### src/rtl/prio_enc_rr.sv
// Registered N-input priority encoder/arbiter with a valid/ready grant output.
// Mode 0 is fixed priority (lowest index wins); mode 1 is round-robin starting after the last accepted grant.
module prio_enc_rr #(
  parameter  int N = 8,
  localparam int W = $clog2(N)
) (
  input  logic         clk,
  input  logic         rst,
  input  logic [N-1:0] req,
  input  logic         mode,
  input  logic         out_ready,
  output logic         out_valid,
  output logic [W-1:0] out_idx,
  output logic [N-1:0] out_onehot,
  output logic [W-1:0] ptr
);

  typedef enum logic {IDLE, GRANT} state_t;

  state_t       state;
  state_t       state_next;
  logic         accept;
  logic [W-1:0] next_ptr;
  logic [W-1:0] search_start;
  logic [W-1:0] probe;
  logic [W-1:0] win_idx;
  logic         win_found;

  assign accept   = (state == GRANT) && out_ready;
  assign next_ptr = (out_idx == W'(N - 1)) ? '0 : out_idx + W'(1);

  // A back-to-back search starts just after the index being accepted, which is the value ptr is about to take.
  assign search_start = !mode ? '0 : ((state == GRANT) ? next_ptr : ptr);

  always_comb begin
    win_found = 1'b0;
    win_idx   = '0;
    probe     = '0;
    for (int i = 0; i < N; i++) begin
      probe = W'((int'(search_start) + i) % N);
      if (!win_found && req[probe]) begin
        win_found = 1'b1;
        win_idx   = probe;
      end
    end
  end

  always_ff @(posedge clk) begin
    if (rst) begin
      state <= IDLE;
    end else begin
      state <= state_next;
    end
  end

  always_comb begin
    state_next = state;
    case (state)
      IDLE:    if (win_found) state_next = GRANT;
      GRANT:   if (out_ready) state_next = win_found ? GRANT : IDLE;
      default: state_next = IDLE;
    endcase
  end

  always_comb begin
    out_valid = (state == GRANT);
  end

  // Grant registers load only when a new winner is taken; a stalled grant holds whatever req does.
  always_ff @(posedge clk) begin
    if (rst) begin
      out_idx    <= '0;
      out_onehot <= '0;
      ptr        <= '0;
    end else begin
      if (accept) begin
        ptr <= next_ptr;
      end
      if (((state == IDLE) || accept) && win_found) begin
        out_idx    <= win_idx;
        out_onehot <= N'(1) << win_idx;
      end else if (accept) begin
        out_onehot <= '0;
      end
    end
  end

endmodule
### config.mk
export PLATFORM = sky130hd
export DESIGN_NAME = prio_enc_rr
export DESIGN_NICKNAME = d
export VERILOG_FILES = /design/src/rtl/prio_enc_rr.sv
export SDC_FILE = /design/constraint.sdc
export NUM_CORES = 1
export LEC_CHECK = 0
export ABC_AREA = 0
export BUFFER_PORTS_ARGS = -buffer_cell sky130_fd_sc_hd__buf_4
export CAP_MARGIN = 25
export CORE_MARGIN = 4
export CORE_UTILIZATION = 30
export CTS_BUF_LIST = sky130_fd_sc_hd__clkbuf_4
export DETAILED_ROUTE_END_ITERATION = 6
export SYNTH_ARGS = -nofsm -noshare
export SYNTH_HDL_FRONTEND = slang
export SYNTH_SLANG_ARGS = --single-unit
### constraint.sdc
create_clock -name clk -period 6 [get_ports clk]
set_clock_uncertainty 0.2 [all_clocks]
set_input_delay 0.6 -clock clk [delete_from_list [all_inputs] [get_ports clk]]
set_output_delay 0.6 -clock clk [all_outputs]
set_load 0.05 [all_outputs]
==> results.md <==
- The flow ran to the end, and the final reports show no timing, DRC or antenna violations.
- Counting flops and latches in the post-synthesis netlist gives 15.
- The count of nets left with antenna violations once routing finished came out at 0.
- After layout, the worst setup slack is 1.13 ns.
- Row generation in the floorplan step produced 28 rows.
- No sink is reached through more buffers than the 2 on the longest clock path.
- Entering global routing, the biggest net connects 27 pins.
- The number of enable-type register cells in the synthesized netlist is 0.
- The wire length per cell after detailed routing is 16.6 um.
- The number of port buffers is 26.
- The via count of the first global-routing pass came to 1912.
- On the worst path, the slowest cell contributes a delay of 0.57 ns.
- The global-route wire length before repair is 9.32 mm.
- For this run, the share of the core covered by cells in the final layout is 0.355.
- STA classifies the critical path startpoint as a register.
- The cell area that synthesis handed to floorplanning was 1910 um^2.
- The vias per cell is 6.02.
- At the pin with the least slew margin, the transition time is 0.587 ns.
- The number of DRC violations after detailed routing is 0.
- The slowest cell on the critical path is a2111oi_1.
- Leaving out fill and tap cells, the most frequent cells in the layout are 27 x buf_4, 23 x nand2_1, 15 x dfxtp_1.
- After routing, the total negative slack on setup checks comes to 0 ns.
- The synthesized area per cell is 7.60 um^2.
- The critical path data arrival time is 4.91 ns.
- The overall power after layout is 0.000578 W.
- After clock tree synthesis, the repair step resized 0 gates.
- The total power per unit cell area is 269 nW/um^2.
- In the finished design, the share of the clock period the worst path needs comes to 0.812.
- Of the cells placed in the final design, the portion with a size suffix greater than 1 is 0.183.
- The count of final max-slew check failures was 0.
- The startpoint identified for the worst register-to-register timing path is out_idx[0]$_SDFFE_PP0P_.
- The insertion delay of the later-clocked pin in the worst-skew pair is 0.29 ns.
- Setup violations remaining at the end of the flow were counted as 0.
- The analysis attributes to cell leakage a power of 0.845 nW.
- The pre-CTS setup slack is 1.24 ns.
- The cell that appears most often on the critical path is ha_1.
- The net count of the finished layout is 285.
- The number of ports placed on the die boundary is 27.
- The worst path buffer plus inverter count is 2.
- For this block, the initial DRC count from the detailed router was 163.
- The number of cells on the worst reg-to-reg path is 15.
- The normalized max-slew margin is 0.608.
- The region available for standard cell placement spans 6060 um^2.
- The worst hold path begins at out_onehot[4]$_SDFFE_PP0P_.
- The floorplan step defined a die boundary enclosing 7700 um^2.
- The length of the first detailed-routing pass in iterations is 4.
- In this run the worst path has a maximum fanout of 19.
- Once detailed placement completed, the half-perimeter wirelength came to 4.42 mm.
- The flip-flop cell with the highest count after synthesis is dfxtp_1.
- Counting the buffers created by CTS gives 3.
- After technology mapping, the gate count stands at 251.
- The smallest clock period supported by the final layout is computed as 4.87 ns.
- In this run the number of H-tree levels came out at 1.
- The weighted congestion reported at the end of routability-driven placement is 0.892.
- The path class of the tightest hold or removal check is register to register.
- The critical path is of the register to register type.
- The width of the die is 87.8 um.
- Leaving out fill and tap cells, the most frequent cell in the layout is buf_4.
- At the worst endpoint, the required time is 6.04 ns.
- Setup repair after global routing left no endpoint under its margin.
- The max-cap violation count is 0.
- In this run the clock root is driven by a clkbuf_4.
- The total overflow left after global routing is 0.
- Across all hold checks on the routed design, the worst slack comes to 0.270 ns.
- The register clock-pin slew on the reported worst setup and hold paths is 0.10 ns.
- The capture instance of the worst register-to-register path is out_onehot[3]$_SDFFE_PP0P_.
- VDD sags by at most 0.000144 V.
- TritonCTS built the clock tree.
- The starting utilization of the core area is 0.315.
- The critical path goes through ha_1, ha_1, nand4bb_1, nand2_2, clkinv_1, ha_1, inv_1, nand3_1, a221oi_1, a211oi_1, and4b_1, nand2_1, a2111oi_1, o21a_1, a32o_1.
- Across all register-to-register paths, the minimum setup slack is 1.13 ns.
- The worst hold path terminates at out_onehot[4]$_SDFFE_PP0P_.
- The nature of the critical path endpoint is a register.
- The achievable frequency is 205 MHz.
- The number of buffers inserted by hold repair at cts is 0.
- The fraction of registers with async set or reset after synthesis is 0.
- The number of antenna diodes in the final layout is 0.
- The post-CTS setup buffer count is 0.
- The post-synthesis to final-layout area growth is 12.7%.
- From bottom edge to top edge, the die measures 87.8 um.
- Among cell families on the critical path, the largest total delay comes from compound AO/OA/AOI/OAI gates.
- Summing over every cut layer, the via total after detailed routing is 2064.
- For this run, the register share of the synthesized area comes to 0.157.
- The number of antenna violations at the first check in global routing is 0.
- Across every metal layer, demand over resource in global routing totals 0.149.
- When the netlist entered floorplanning its net count stood at 267.
- The depth of the worst hold-timing path is 2.
- The final layout contains routed wiring with a total length of 5.69 mm.
- Yosys printed 0 warnings.
- The count of clock tree sinks is 15.
- The count of distinct cell types in the synthesized netlist is 72.
- The number of hold-slack violations in the final timing report was 0.
## kinds of logic (layout without fill, tap and decap cells)
group / after synthesis / after routing / synth area share
DFF: 15 / 15 / 0.157
adders and majority gates: 4 / 4 / 0.0262
AOI/OAI and AO/OA: 90 / 90 / 0.368
muxes: 16 / 16 / 0.0905
xor gates and xnor gates: 4 / 4 / 0.0184
buffers and inverters: 25 / 42 / 0.0643
and+or+nand+nor: 97 / 97 / 0.275
## worst max path at each step
stage	from	endpoint	slack (ns)	depth (start not counted)
detailed placement	out_idx[0]$_SDFFE_PP0P_	out_onehot[3]$_SDFFE_PP0P_	1.24	14
finish	out_idx[0]$_SDFFE_PP0P_	out_onehot[3]$_SDFFE_PP0P_	1.13	15
floorplan	out_idx[0]$_SDFFE_PP0P_	out_onehot[0]$_SDFFE_PP0P_	1.47	17
CTS	out_idx[0]$_SDFFE_PP0P_	out_onehot[3]$_SDFFE_PP0P_	1.20	14
global placement	out_idx[0]$_SDFFE_PP0P_	out_onehot[2]$_SDFFE_PP0P_	1.33	14
global route	out_idx[0]$_SDFFE_PP0P_	out_onehot[7]$_SDFFE_PP0P_	0.75	14
## layer usage
layer  up-vias  part of all wire  routed length [um]  GRT usage
met3        12             0.040                 225     0.0122
met2        69              0.47                2650      0.242
met4         0             0.022                 127     0.0586
li1       1021                 -                   -          -
met5         -                 0                   0          0
met1       962              0.47                2690      0.203
## worst register-to-register path: stages, from the launching register on
cell	delay, ns
dfxtp_1	0.39
ha_1	0.24
ha_1	0.21
nand4bb_1	0.33
nand2_2	0.40
clkinv_1	0.41
ha_1	0.38
inv_1	0.12
nand3_1	0.12
a221oi_1	0.38
a211oi_1	0.09
and4b_1	0.40
nand2_1	0.16
a2111oi_1	0.57
o21a_1	0.25
a32o_1	0.19
## flip-flops by register name, summed over array words and instances (netlist names)
register and count:
out_onehot 8, out_idx 3, ptr 3, out_valid 1
## synth_stat cells (all sizes together), types with 2 or more instances
cell / count / area, um^2
or2: 4 / 27.5
or3: 2 / 12.5
dfxtp: 15 / 300
a21boi: 7 / 56.3
a31oi: 2 / 12.5
nand3: 7 / 35.0
o22ai: 2 / 12.5
and3: 6 / 37.5
a22oi: 4 / 30.0
o32ai: 8 / 77.6
a2111oi: 4 / 36.3
nand2: 24 / 92.6
a211oi: 6 / 45.0
nor3: 13 / 65.1
o21bai: 2 / 15.0
ha: 4 / 50.1
nor2b: 6 / 37.5
nand4: 2 / 12.5
nor4: 2 / 12.5
a32o: 4 / 40.0
a221oi: 4 / 35.0
inv: 10 / 37.5
xor2: 2 / 17.5
and2: 4 / 25.0
clkbuf: 5 / 20.0
nand2b: 7 / 43.8
o211ai: 2 / 15.0
a21oi: 15 / 78.8
nor2: 13 / 51.3
a211o: 3 / 26.3
o21ai: 11 / 55.1
xnor2: 2 / 17.5
mux2: 4 / 48.8
mux2i: 12 / 124
buf: 9 / 61.3
o311ai: 3 / 43.8
## through the flow
| step | area [um^2] | instances |
|---|---|---|
| after floorplan | 1910 | 251 |
| after global placement | 2120 | 339 |
| after detailed placement | 2120 | 339 |
| after CTS | 2150 | 343 |
| after global routing | 2150 | 343 |
| final | 2150 | 343 |
## power by group
group,total (W),internal (W),switching [W],leakage (nW)
clock,0.0000594,0.0000248,0.0000346,0.0177
sequential,0.000126,0.000113,0.0000131,0.122
combinational,0.000393,0.000145,0.000249,0.704
total,0.000578,0.000282,0.000296,0.845
## layout make-up
type,instances,area (um^2)
Timing Repair Buffer,27,203
Tap cell,75,93.8
Fill cell,644,3910
Clock buffer,3,22.5
Inverter,11,41.3
Sequential cell,15,300
Multi-Input combinational cell,211,1490
Clock inverter,1,5.00
Note: power is estimated with default switching activity, not from simulation.
